==> config.mk <==
export PLATFORM = sky130hd
export DESIGN_NAME = btn_conditioner
export DESIGN_NICKNAME = d
export VERILOG_FILES = /design/src/rtl/breakout_pkg.sv /design/src/rtl/btn_debounce.sv /design/src/rtl/btn_conditioner.sv
export SDC_FILE = /design/constraint.sdc
export NUM_CORES = 1
export LEC_CHECK = 0
export ABC_CLOCK_PERIOD_IN_PS = 2420
export BUFFER_PORTS_ARGS = -buffer_cell sky130_fd_sc_hd__buf_2
export CELL_PAD_IN_SITES_DETAIL_PLACEMENT = 0
export CELL_PAD_IN_SITES_GLOBAL_PLACEMENT = 1
export CORE_MARGIN = 4
export CORE_UTILIZATION = 30
export CTS_BUF_LIST = sky130_fd_sc_hd__clkbuf_16
export CTS_CLUSTER_DIAMETER = 50
export DETAILED_ROUTE_END_ITERATION = 10
export PLACE_DENSITY = 0.54
export SYNTH_ARGS = -nofsm -noshare
export SYNTH_HDL_FRONTEND = slang
export SYNTH_HIERARCHICAL = 1
export SYNTH_SLANG_ARGS = --single-unit
==> constraint.sdc <==
create_clock -name pix_clk -period 2.42 [get_ports pix_clk]
set_input_delay 0.121 -clock pix_clk [delete_from_list [all_inputs] [get_ports pix_clk]]
set_output_delay 0.121 -clock pix_clk [all_outputs]
set_load 0.02 [all_outputs]
==> src/rtl/breakout_pkg.sv <==
// Shared types and screen constants for the breakout paddle input path.
package breakout_pkg;

  typedef enum logic [1:0] {
    IDLE         = 2'd0,
    PRESS_WAIT   = 2'd1,
    HELD         = 2'd2,
    RELEASE_WAIT = 2'd3
  } btn_state_t;

  localparam int H_RES = 640;
  localparam int V_RES = 480;

endpackage

==> src/rtl/btn_debounce.sv <==
// One button: 2-flop synchronizer, debounce FSM, registered level and press pulse.
// A clean raw edge reaches lvl DEBOUNCE_CYCLES+3 cycles later.
import breakout_pkg::*;

module btn_debounce #(
  parameter int DEBOUNCE_CYCLES = 250000
) (
  input  logic pix_clk,
  input  logic reset_n,
  input  logic raw,
  output logic lvl,
  output logic press
);

  localparam int CW = $clog2(DEBOUNCE_CYCLES + 1);
  localparam logic [CW-1:0] CNT_LAST = CW'(DEBOUNCE_CYCLES - 1);
  localparam logic [CW-1:0] CNT_MAX  = CW'(DEBOUNCE_CYCLES);

  logic          sync_a;
  logic          sync_b;
  btn_state_t    state;
  btn_state_t    state_nxt;
  logic [CW-1:0] cnt;

  always_ff @(posedge pix_clk or negedge reset_n) begin
    if (!reset_n) begin
      sync_a <= 1'b0;
      sync_b <= 1'b0;
    end else begin
      sync_a <= raw;
      sync_b <= sync_a;
    end
  end

  // Any opposite sample in a wait state abandons it, so re-entry restarts the count.
  always_comb begin
    state_nxt = state;
    case (state)
      IDLE:         if (sync_b) state_nxt = PRESS_WAIT;
      PRESS_WAIT:   if (!sync_b) state_nxt = IDLE;
                    else if (cnt == CNT_LAST) state_nxt = HELD;
      HELD:         if (!sync_b) state_nxt = RELEASE_WAIT;
      RELEASE_WAIT: if (sync_b) state_nxt = HELD;
                    else if (cnt == CNT_LAST) state_nxt = IDLE;
      default:      state_nxt = IDLE;
    endcase
  end

  always_ff @(posedge pix_clk or negedge reset_n) begin
    if (!reset_n) begin
      state <= IDLE;
      cnt   <= '0;
      lvl   <= 1'b0;
      press <= 1'b0;
    end else begin
      state <= state_nxt;
      if (state_nxt != state)
        cnt <= '0;
      else if ((state == PRESS_WAIT || state == RELEASE_WAIT) && cnt != CNT_MAX)
        cnt <= cnt + 1'b1;
      lvl   <= (state_nxt == HELD) || (state_nxt == RELEASE_WAIT);
      press <= (state == PRESS_WAIT) && (state_nxt == HELD);
    end
  end

endmodule

==> src/rtl/btn_conditioner.sv <==
// Debounces left/right buttons and latches paddle move/step once per frame tick.
// lvl/press follow raw edges after DEBOUNCE_CYCLES+3 cycles; move outputs change only on frame_tick.
import breakout_pkg::*;

module btn_conditioner #(
  parameter int DEBOUNCE_CYCLES = 250000,
  parameter int ACCEL_FRAMES    = 8,
  parameter int STEP_SLOW       = 4,
  parameter int STEP_FAST       = 8
) (
  input  logic       pix_clk,
  input  logic       reset_n,
  input  logic       btn_left_raw,
  input  logic       btn_right_raw,
  input  logic       frame_tick,
  output logic       left_lvl,
  output logic       right_lvl,
  output logic       left_press,
  output logic       right_press,
  output logic       mv_left,
  output logic       mv_right,
  output logic [3:0] pdl_step
);

  logic [3:0] hold_frames;
  logic       one_dir;
  logic       dir_change;
  logic [3:0] hold_eff;

  btn_debounce #(.DEBOUNCE_CYCLES(DEBOUNCE_CYCLES)) u_left (
    .pix_clk (pix_clk),
    .reset_n (reset_n),
    .raw     (btn_left_raw),
    .lvl     (left_lvl),
    .press   (left_press)
  );

  btn_debounce #(.DEBOUNCE_CYCLES(DEBOUNCE_CYCLES)) u_right (
    .pix_clk (pix_clk),
    .reset_n (reset_n),
    .raw     (btn_right_raw),
    .lvl     (right_lvl),
    .press   (right_press)
  );

  // Reversing without an idle frame in between starts acceleration over.
  assign one_dir    = left_lvl ^ right_lvl;
  assign dir_change = (left_lvl & mv_right) | (right_lvl & mv_left);
  assign hold_eff   = dir_change ? 4'd0 : hold_frames;

  always_ff @(posedge pix_clk or negedge reset_n) begin
    if (!reset_n) begin
      mv_left     <= 1'b0;
      mv_right    <= 1'b0;
      pdl_step    <= 4'd0;
      hold_frames <= 4'd0;
    end else if (frame_tick) begin
      mv_left  <= left_lvl & ~right_lvl;
      mv_right <= right_lvl & ~left_lvl;
      if (one_dir) begin
        pdl_step    <= (int'(hold_eff) < ACCEL_FRAMES) ? 4'(STEP_SLOW) : 4'(STEP_FAST);
        hold_frames <= (hold_eff == 4'hF) ? 4'hF : hold_eff + 4'd1;
      end else begin
        pdl_step    <= 4'd0;
        hold_frames <= 4'd0;
      end
    end
  end

endmodule
==> run metrics <==
row count 35; CP top delay family simple AND/OR/NAND/NOR gates; Bufs on Longest Clock Path 2; first-pass GRT wire length 10,470 µm; Seq/Total Area, Yosys 47.79%; Syn Inst Count 282; die width 105.1 µm; layout cells sized above 1 14.19%; crit path DAT 2.37 ns; worst setup margin 0.2268 ns; Netlist cell types 40; Slowest cell on crit path or4_4; crit-path max FO 9; Remaining DRCs 0; HP Class input pin to flip-flop; minimum clock period 2.193 ns; worst slack, placed 0.2210 ns; WP buf/inv 0; Iteration-0 DRC Markers 76; post-route ant nets 0; Post-Syn Area per Cell 10.03 µm²; Pre-Repair DR Iteration Count 4; clock latency on the worst-skew pair 0.29 ns; Vias 2,066; pwr dens 626.6 mW/mm²; PostCTS Resize Cnt 0; GPL Wtd Cong 0.7081; number of global-route vias before repair 2,105; RSZ-0062 raised after global routing false; Total Wirelength 5734 µm; total power 2.028 mW; outcome finished, final reports clean; Max Transition Viols Final 0; final core utilization 35.20%; Commonest cells post-synth 54 x dfrtp_1, 25 x nor2_1, 18 x xor2_1; Peak VDD IR 0.2995 mV; CTS tree built; MaxCap Viol Count 0; kind of start point of the critical path flip-flop; Setup TNS Final 0 ns; Final Net Count 314; placed wire-length estimate 4006 µm; clock skew 0.007849 ns; PortBufs 12; crit share post-route 90.63%; Synthesis Warnings 6; Post-synth top flop dfrtp_1; Num CTS Buffers 5; Area Growth Syn to Fin 14.47%; Yosys top cell area share 47.79%; largest net degree at the start of global routing 22; area leader, netlist dfrtp_1; asr flop ratio synth 100.0%; Cell Chain, Critical Path or4_1 > or4_4 > nor2_1 > mux2_2; hold slack 0.2107 ns; Yosys reg bits 54; crit path kind flip-flop to flip-flop; critical path capture point type flip-flop; WL per Instance 13.85 µm; Critical Path RT 2.59 ns; core area 0.009196 mm²; root buf cell clkbuf_16; setup bufs post-CTS 0; n_diodes 0; Via density 4.990; Initial Util 30.75%; antenna violations before repair 0; GRT Total Usage 11.37%; endpoints failing setup 0; P_leak 1.390 nW; clk slew on worst S/H paths 0.07 ns; I/O pins 15; H-tree lvl count 2; most frequent cell after synthesis dfrtp_1; EDFF count, synth 0; FMAX 456.0 MHz; Final Hold Fails 0; Overflow after GRT 0; height of the chip 105.1 µm; Syn Std Cell Area 0.002828 mm²; largest stage delay on the critical path 0.60 ns; # clock sinks 54; synth top area cells dfrtp_1 48%, xor2_1 5.6%, nor2_1 3.3%, ha_1 3.1%, a21oi_1 3.0%; die area 0.01104 mm²
==> state kept, by name, indices dropped and copies added (netlist names), 2 cells and up <==
signal / count
u_right/cnt: 18
hold_frames: 4
pdl_step: 2
u_left/cnt: 18
==> routing by layer <==
metal,GRT usage [%],vias up,share of wire (%)
met2,17.46,14,46
met5,0,-,0
li1,-,1058,-
met4,3.936,0,1.4
met3,2.038,5,1.7
met1,16.07,989,51
==> path summary, 6_finish.rpt <==
check	from	end	slack, ns	cells after the start
hold / removal	frame_tick	pdl_step[3]	0.21	3
setup / recovery	u_left/cnt[5]	u_left/lvl	0.23	4
max in group asynchronous	reset_n	u_right/cnt[10]	1.47	3
setup reg to reg	u_left/cnt[5]	u_left/lvl	0.23	4
hold reg to reg	u_right/sync_a	u_right/sync_b	0.35	0
min in group asynchronous	reset_n	u_left/cnt[12]	0.31	2
==> worst min-delay path, delay by kind of cell <==
kind | cells | cell delay (ns)
AO/OA/AOI/OAI | 1 | 0.06
buffers and inverters | 1 | 0.18
AND/OR/NAND/NOR | 1 | 0.10
==> power by group <==
group          switching, mW  total [mW]  internal [mW]
registers             0.0291       0.953          0.924
clock network          0.327       0.917          0.590
logic                 0.0964       0.158         0.0615
total                  0.453        2.03           1.58
==> kinds of logic (layout without fill, tap and decap cells) <==
| logic type | after synthesis | after routing | synth area share, % |
|---|---|---|---|
| AOI/OAI and AO/OA | 51 | 51 | 11.99 |
| other | 1 | 2 | 0.1326 |
| xor gates and xnor gates | 20 | 20 | 6.195 |
| adders and majority gates | 7 | 7 | 3.097 |
| muxes | 8 | 8 | 3.053 |
| and+or+nand+nor | 117 | 117 | 23.45 |
| buffers and inverters | 24 | 44 | 4.292 |
| DFF | 54 | 54 | 47.79 |
==> layout make-up <==
| cell class | instances | area (µm²) |
|---|---|---|
| fillers | 938 | 5959 |
| multi-input cells | 205 | 1359 |
| flip-flops and latches | 54 | 1351 |
| repair buffers | 23 | 150.1 |
| well taps | 111 | 138.9 |
| clock buffers | 5 | 125.1 |
| clock inverters | 3 | 63.81 |
| inverters | 13 | 48.80 |
==> metrics by stage <==
stage,std cells,area [µm²]
floorplan,283,2831
global placement,403,3018
detailed placement,403,3018
CTS,414,3237
global route,414,3237
finish,414,3237
==> placed cells by master, fill, tap and decap left out, types with 2 or more instances in the layout <==
cell | synthesis | final
a21oi_1 | 17 | 17
a31oi_1 | 6 | 6
and2_2 | 2 | 2
and3_1 | 6 | 6
and3_2 | 2 | 2
and4_1 | 6 | 6
buf_2 | 1 | 12
buf_4 | 4 | 8
bufinv_16 | 0 | 2
clkbuf_16 | 0 | 5
conb_1 | 1 | 2
dfrtp_1 | 54 | 54
dlygate4sd3_1 | 0 | 3
ha_1 | 7 | 7
inv_1 | 13 | 13
mux2_2 | 5 | 5
mux2i_1 | 3 | 3
nand2_1 | 16 | 16
nand2b_1 | 5 | 5
nand3_1 | 17 | 17
nand4_1 | 12 | 12
nor2_1 | 25 | 25
nor4_1 | 2 | 2
o2111ai_1 | 2 | 2
o211ai_1 | 4 | 4
o21ai_0 | 11 | 11
o21ai_4 | 2 | 2
o31ai_1 | 6 | 6
or3_1 | 8 | 8
or4_1 | 8 | 8
or4_4 | 2 | 2
or4b_1 | 2 | 2
xnor2_1 | 2 | 2
xor2_1 | 18 | 18
==> timing repair <==
action	in CTS	in global routing
hold buffers	3	0
setup endpoints to repair	0	0
hold endpoints to repair	18	0
Note: power is estimated with default switching activity, not from simulation.
